--- config.mk ---
export PLATFORM = sky130hd
export DESIGN_NAME = rr_arbiter8_disp
export DESIGN_NICKNAME = d
export VERILOG_FILES = /design/src/rtl/rr_arbiter8_disp.sv
export SDC_FILE = /design/constraint.sdc
export NUM_CORES = 1
export LEC_CHECK = 0
export ABC_CLOCK_PERIOD_IN_PS = 5900
export BUFFER_PORTS_ARGS = -buffer_cell sky130_fd_sc_hd__buf_2
export CAP_MARGIN = 20
export CORE_ASPECT_RATIO = 0.75
export CORE_MARGIN = 4
export CORE_UTILIZATION = 61
export DETAILED_ROUTE_END_ITERATION = 10
export HOLD_SLACK_MARGIN = 0.1
export PLACE_DENSITY = 0.81
export SYNTH_ARGS = -nofsm -noshare
export SYNTH_HDL_FRONTEND = slang
export SYNTH_SLANG_ARGS = --single-unit
export TNS_END_PERCENT = 30
--- constraint.sdc ---
create_clock -name clk -period 5.9 [get_ports clk]
set_clock_uncertainty 0.2 [all_clocks]
set_input_delay 0.295 -clock clk [delete_from_list [all_inputs] [get_ports clk]]
set_output_delay 0.295 -clock clk [all_outputs]
set_load 0.01 [all_outputs]
--- src/rtl/rr_arbiter8_disp.sv ---
// Eight-way round-robin arbiter with bounded hold time, a one-cycle dead gap
// between owners, and a 7-segment display of the current owner index.
module rr_arbiter8_disp #(
    parameter int MAX_HOLD = 16
) (
    input  logic       clk,
    input  logic       rst_n,
    input  logic       en,
    input  logic [7:0] req,
    input  logic       done,
    output logic [7:0] gnt,
    output logic [2:0] gnt_id,
    output logic       gnt_valid,
    output logic       timeout,
    output logic [6:0] HEX
);

    localparam int HW = (MAX_HOLD > 2) ? $clog2(MAX_HOLD) : 1;

    typedef enum logic [1:0] {
        ST_IDLE = 2'd0,
        ST_BUSY = 2'd1,
        ST_GAP  = 2'd2
    } state_e;

    state_e        state_q, state_d;
    logic [2:0]    ptr_q, ptr_d;
    logic [HW-1:0] hold_cnt_q, hold_cnt_d;
    logic [7:0]    gnt_q, gnt_d;
    logic [2:0]    gnt_id_q, gnt_id_d;
    logic          gnt_valid_q, gnt_valid_d;
    logic          timeout_q, timeout_d;
    logic [2:0]    winner_s;
    logic          at_limit_s;
    logic          release_s;
    logic [6:0]    hex_s;

    function automatic logic [6:0] seg7(input logic [2:0] digit, input logic valid);
        logic [6:0] seg;
        case (digit)
            3'd0:    seg = 7'b1000000;
            3'd1:    seg = 7'b1111001;
            3'd2:    seg = 7'b0100100;
            3'd3:    seg = 7'b0110000;
            3'd4:    seg = 7'b0011001;
            3'd5:    seg = 7'b0010010;
            3'd6:    seg = 7'b0000010;
            3'd7:    seg = 7'b1111000;
            default: seg = 7'b1111111;
        endcase
        return valid ? seg : 7'b1111111;
    endfunction

    // Walk from ptr+7 down to ptr so the last hit is the first requester after ptr.
    always_comb begin
        logic [2:0] idx;
        idx      = 3'd0;
        winner_s = 3'd0;
        for (int i = 7; i >= 0; i--) begin
            idx      = ptr_q + 3'(i);
            winner_s = req[idx] ? idx : winner_s;
        end
    end

    assign at_limit_s = (hold_cnt_q == HW'(MAX_HOLD - 1));
    assign release_s  = done || !req[gnt_id_q] || !en || at_limit_s;

    // State register and registered outputs.
    always_ff @(posedge clk or negedge rst_n) begin
        if (!rst_n) begin
            state_q     <= ST_IDLE;
            ptr_q       <= 3'd0;
            hold_cnt_q  <= '0;
            gnt_q       <= 8'd0;
            gnt_id_q    <= 3'd0;
            gnt_valid_q <= 1'b0;
            timeout_q   <= 1'b0;
        end else begin
            state_q     <= state_d;
            ptr_q       <= ptr_d;
            hold_cnt_q  <= hold_cnt_d;
            gnt_q       <= gnt_d;
            gnt_id_q    <= gnt_id_d;
            gnt_valid_q <= gnt_valid_d;
            timeout_q   <= timeout_d;
        end
    end

    // Next-state and next-grant logic.
    always_comb begin
        state_d     = state_q;
        ptr_d       = ptr_q;
        hold_cnt_d  = hold_cnt_q;
        gnt_d       = gnt_q;
        gnt_id_d    = gnt_id_q;
        gnt_valid_d = gnt_valid_q;
        timeout_d   = 1'b0;
        case (state_q)
            ST_BUSY: begin
                if (release_s) begin
                    state_d     = ST_GAP;
                    ptr_d       = gnt_id_q + 3'd1;
                    gnt_d       = 8'd0;
                    gnt_id_d    = 3'd0;
                    gnt_valid_d = 1'b0;
                    // Pulse only when the hold limit is the sole reason.
                    timeout_d   = at_limit_s && !done && req[gnt_id_q] && en;
                end else begin
                    hold_cnt_d  = hold_cnt_q + HW'(1);
                end
            end
            ST_IDLE, ST_GAP: begin
                if (en && (req != 8'd0)) begin
                    state_d     = ST_BUSY;
                    hold_cnt_d  = '0;
                    gnt_d       = 8'd1 << winner_s;
                    gnt_id_d    = winner_s;
                    gnt_valid_d = 1'b1;
                end else begin
                    state_d     = ST_IDLE;
                    gnt_d       = 8'd0;
                    gnt_id_d    = 3'd0;
                    gnt_valid_d = 1'b0;
                end
            end
            default: begin
                state_d     = ST_IDLE;
                gnt_d       = 8'd0;
                gnt_id_d    = 3'd0;
                gnt_valid_d = 1'b0;
            end
        endcase
    end

    // Display decode from the registered owner.
    always_comb begin
        hex_s = seg7(gnt_id_q, gnt_valid_q);
    end

    assign gnt       = gnt_q;
    assign gnt_id    = gnt_id_q;
    assign gnt_valid = gnt_valid_q;
    assign timeout   = timeout_q;
    assign HEX       = hex_s;

endmodule

==> results of run 1 <==
-- stage by stage --
step,hold WS [ps],util (%),worst slack (ps),power (mW)
after floorplan,-201,-,2960,0.867
after global placement,63.6,67.4,2310,1.02
after detailed placement,66.1,67.4,2220,1.03
after CTS,127,69.1,2200,1.13
after global routing,151,69.1,1840,1.23
final,136,69.1,2140,1.14
-- state kept, by name, summed over array words and instances (netlist names) --
| register | cells |
|---|---|
| gnt | 8 |
| gnt_id | 3 |
| hold_cnt_q | 4 |
| ptr_q | 3 |
| state_q | 2 |
| timeout | 1 |
-- cells in the final DEF, fill, tap and decap left out, types with 8 or more instances in the layout --
cell type	instances
nor2_1	19
dfrtp_1	21
nand2_1	20
ha_1	8
a21oi_1	10
o21ai_0	14
mux2i_1	20
mux4_2	10
inv_1	9
buf_2	31
a32o_1	8
-- power groups by stage --
stage / registers [mW] / clock network [mW] / logic (mW)
floorplan: 0.231 / 0 / 0.636
global placement: 0.260 / 0 / 0.764
detailed placement: 0.262 / 0 / 0.771
CTS: 0.259 / 0.0937 / 0.775
global route: 0.268 / 0.0981 / 0.864
finish: 0.262 / 0.0906 / 0.790
-- final timing paths --
check	depth (start not counted)	startpoint	end	slack, ps
hold / removal	3	done	timeout	140
setup / recovery	9	ptr_q[1]	gnt[7]	2140
hold reg to reg	1	gnt[1]	gnt[1]	290
min in group asynchronous	2	rst_n	state_q[0]	320
max in group asynchronous	2	rst_n	ptr_q[2]	4870
setup reg to reg	9	ptr_q[1]	gnt[7]	2140
-- routing by layer --
| layer | vias up | GRT usage, % | wire length, um |
|---|---|---|---|
| met5 | - | 0 | 0 |
| met4 | 0 | 5.24 | 76 |
| met3 | 13 | 10.4 | 790 |
| met2 | 141 | 32.6 | 2110 |
| met1 | 904 | 40.0 | 2330 |
| li1 | 885 | - | - |
-- layout make-up --
type	count	area share, %
Tap cell	40	2.19
Multi-Input combinational cell	180	63.8
Timing Repair Buffer	33	7.55
Inverter	9	1.48
Sequential cell	21	23.0
Clock buffer	4	1.97
-- logic make-up after synthesis --
family          count (synthesis)
simple gates                   66
compound gates                 61
mux                            38
buf+inv                        26
flops                          21
fa+ha+maj                       8
xor+xnor                        7
-- tightest hold or removal path: stages --
cell and delay (ps):
buf_2 80, nand4b_1 130, nor2_1 40
-- repair_timing --
action	4_1_cts	5_1_grt
hold buffers	1	0
endpoints found under the hold margin	21	0
setup endpoints to repair	0	0
gates resized for setup	0	0
==> flow_summary.yaml, run 1 <==
synthesis:
  muxShareOfSynthArea_pct: 25.3
  synth_compound_area_share_pct: 20.1
  synth_most_common_cell: "dfrtp_1"
  synth_seq_area_share_pct: 24.9
  ys_ff_latch: 21
  async_flop_share_pct: 100
  syn_avg_cell_area_sq_um: 9.29
  synth_warnings: 0
  yosysUniqueCellTypes: 46
  yosysTopAreaCell: "dfrtp_1"
  syn_area_sq_um: 2110
  synth_nets: 247
  netlist_instances: 227
  yosys.area_share.simple_pct: 15.0
  synthFlopType: "dfrtp_1"
  synth_top_area_share_pct: 24.9
  synth_top_family_by_area: "multiplexers"
  synth_top_cells_by_count: "dfrtp_1 (21), mux2i_1 (20), nand2_1 (20)"
  synth.area.top_cells: "dfrtp_1 (25%), mux4_2 (11%), mux2i_1 (9.5%)"
  synthXorXnorAreaFrac_pct: 4.15
  synth_edf_count: 0
  synthAdderAreaFrac_pct: 4.75
setup_path:
  path_buf_inv: 1
  cp_slowest_cell: "dfrtp_1"
  critPathKind: "reg -> reg"
  critPathTopFamily: "flip-flops"
  slowest_delay_ps: 890
  startpoint_type: "flip-flop"
  cp.required_ps: 5850
  cp-end-kind: "flip-flop"
  crit_chain: "inv_1 > ha_1 > mux4_2 > nor2b_1 > a2111oi_0 > a21o_1 > o221ai_1 > and2_1 > a32o_1"
  arrival_ps: 3710
  crit_path_max_fanout: 23
place:
  dp_hpwl_mm: 3.96
  dp.cells: 282
  gp_congestion: 0.971
  placed_area_sq_um: 2230
  io_buffers: 31
power_and_ir_drop:
  power.density_nw_per_um2: 499
  switching_share_pct: 49.0
  internal_power_mw: 0.582
  ir_drop_uv: 282
  p_clk_share_pct: 7.9
  power.share.sequential_pct: 22.9
  p_switching_mw: 0.560
  p_comb_share_pct: 69.1
  leakage_nw: 1.08
global_route:
  grt_pass1_wl_mm: 8.66
  grt_use_total_pct: 25.5
  antenna_found_initial: 0
  grt-ovfl-total: 0
  first_global_vias: 1786
  grt_max_degree: 24
layout:
  instances_no_fill: 287
  diodes: 0
  fin_nets: 268
  seq_area_sq_um: 526
  nFillCells: 264
  design_area_sq_um: 2290
  area_growth_pct: 8.49
  multi_input_comb_area_sq_um: 1460
  layout-drive-gt1-share_pct: 23.1
die:
  row_count: 18
  core_sq_um: 3310
  start_util_pct: 63.7
  dieArea_sq_um: 4470
  die_y_um: 58.9
  ioPinCount: 32
  die_w_um: 75.9
timing:
  worstMarginPinSlew_ps: 1000
  finalSetupViolCount: 0
  fin_tns_setup_ps: 0
  period_needed_ps: 3760
  finalMaxSlewViolations: 0
  max_freq_mhz: 266
  slew_headroom_pct: 33.1
  rsz0062_at_grt: "false"
  hold_viol_final: 0
  fin_crit_sh_pct: 63.7
clock_tree:
  cts_root_buffer: "clkbuf_8"
  clk_pin_slew_ps: 70
  h-tree-depth: 1
  clockBufferDepth: 2
  tritoncts: "built"
  clock_latency_ps: 260
  post-cts-setup-buffers: 0
  cts_buffers: 3
  cts.sinks: 21
drt:
  drc: 0
  dr.pass1.iters: 5
  ant_nets: 0
  routed_via_density: 6.77
  drtIter0Drc: 239
  dr_total_vias: 1943
  routed_wl_mm: 5.31
  wl_per_cell_um: 18.5
status:
  outcome: "completed"
job:
  drv_cap: 0
worst_hold_path:
  hold_path.class: "in -> reg"
Power figures use the tool's default switching activity.
==> run 2, diff against run 1 <==
ABC_CLOCK_PERIOD_IN_PS = 3550   (was 5900)
CORE_UTILIZATION = 57   (was 61)
PLACE_DENSITY = 0.76   (was 0.81)
clock period = 3.55 ns   (was 5.9 ns; I/O delays follow)
==> run 2 against run 1 <==
Combinational power is 73% higher. Worst hold slack improved by 35 ps. Power grew 69%. Non-clock buffer count grew 7. First-iteration DRC count fell by 16%. Worst setup slack got worse by 1700 ps. Critical path type unchanged. Sequential power grew 55%. Clock-buffer cell count shrank 1. Largest power group unchanged. Critical path depth unchanged.
==> flow_summary.yaml, run 2 (same netlist as run 1, synthesis figures left out) <==
die:
  ioPinCount: 32
  dieArea_sq_um: 4750
  core_sq_um: 3420
  die_w_um: 78.2
  row_count: 18
  start_util_pct: 61.6
  die_y_um: 60.7
setup_path:
  crit_chain: "buf_4 > ha_1 > xor2_4 > mux4_2 > o21ai_0 > a21o_1 > a211oi_1 > or3_4 > a32o_1"
  critPathKind: "reg -> reg"
  cp_slowest_cell: "mux4_2"
  slowest_delay_ps: 550
  cp-end-kind: "flip-flop"
  startpoint_type: "flip-flop"
  arrival_ps: 3040
  crit_path_max_fanout: 11
  cp.required_ps: 3500
clock_tree:
  clk_pin_slew_ps: 80
  ctsResizeCount: 0
  clock_latency_ps: 260
  post-cts-setup-buffers: 0
  clockBufferDepth: 2
  tritoncts: "built"
  cts_root_buffer: "clkbuf_8"
  h-tree-depth: 1
  cts.sinks: 21
  cts_buffers: 3
status:
  outcome: "completed"
global_route:
  gr-usage-met2_pct: 34.9
  met1_usage_pct: 37.3
  grt_max_degree: 22
  first_global_vias: 1745
  grt-ovfl-total: 0
  grt-busiest-layer: "met1"
  grt_pass1_wl_mm: 8.74
  met3_usage_pct: 4.75
  grt_use_total_pct: 23.6
  antenna_found_initial: 0
timing:
  rsz0062_at_grt: "false"
  worstMarginPinSlew_ps: 764
  period_needed_ps: 3090
  hold_viol_final: 0
  max_freq_mhz: 324
  fin_tns_setup_ps: 0
  slew_headroom_pct: 49.1
  fin_crit_sh_pct: 87.0
  finalMaxSlewViolations: 0
  hold_slack_ps: 171
  finalSetupViolCount: 0
layout:
  mostFrequentLayoutCell: "buf_2"
  final_cell_mix: "buf_2 (31), dfrtp_1 (21), nand2_1 (20), mux2i_1 (20), nor2_1 (19)"
  diodes: 0
  largest_register_ffs: 8
  fin_nets: 275
  area_growth_pct: 12.0
  layout-drive-gt1-share_pct: 24.8
power_and_ir_drop:
  leakage_nw: 1.11
  ir_drop_uv: 413
  finalPower_mw: 1.93
  power.density_nw_per_um2: 818
worst_hold_path:
  hold_path.class: "in -> reg"
place:
  gp_congestion: 0.960
  dp_hpwl_mm: 4.00
  io_buffers: 31
drt:
  drc: 0
  routed_via_density: 6.32
  wl_per_cell_um: 17.6
  drtIter0Drc: 201
  dr_total_vias: 1921
  routed_wl_mm: 5.35
  ant_nets: 0
  dr.pass1.iters: 4
job:
  drv_cap: 0
-- run 2: worst paths after layout --
kind	from	endpoint	slack, ps	cells after the start
worst min-delay path	en	hold_cnt_q[2]	170	4
min in group asynchronous	rst_n	state_q[0]	190	2
max in group asynchronous	rst_n	gnt[3]	2630	2
worst min register to register	gnt[7]	gnt[7]	300	1
worst max register to register	ptr_q[1]	gnt[5]	460	9
worst max-delay path	ptr_q[1]	gnt[5]	460	9
-- run 2: report_power, final --
part | leakage, nW | internal [mW] | switching, mW
logic | 0.810 | 0.613 | 0.757
clock network | 0.0217 | 0.0791 | 0.0778
registers | 0.282 | 0.301 | 0.105
-- run 2: timing repair --
item	in CTS	in global routing
hold buffers	3	0
hold endpoints to repair	22	0
setup endpoints to repair	0	0
-- run 2: stage by stage --
step,util (%),setup WS (ps),cell area (sq um),instances
after floorplan,-,611,2110,227
after global placement,66.4,576,2270,296
after detailed placement,66.4,511,2270,296
after CTS,68.8,503,2350,303
after global routing,69.0,363,2360,304
final,69.0,462,2360,304
-- run 2: layout make-up --
class                   instances  area, sq um
well taps                      50         62.6
flip-flops and latches         21          526
inverters                       9         33.8
fillers                       291         1060
multi-input cells             180         1460
clock buffers                   3         41.3
repair buffers                 40          230
clock inverters                 1         7.51
-- run 2: metal layers --
metal  share of wire, %  wire [um]
met1                 45       2430
met2                 43       2300
met3                 11        615
met4               0.13          7
met5                  0          0
-- run 2: critical path, delay by kind of cell (launching register included) --
| kind | cells | cell delay [ps] |
|---|---|---|
| simple gates | 1 | 420 |
| xor+xnor | 1 | 280 |
| fa+ha+maj | 1 | 410 |
| compound gates | 4 | 560 |
| mux | 1 | 550 |
| flops | 1 | 370 |
| buf+inv | 1 | 180 |
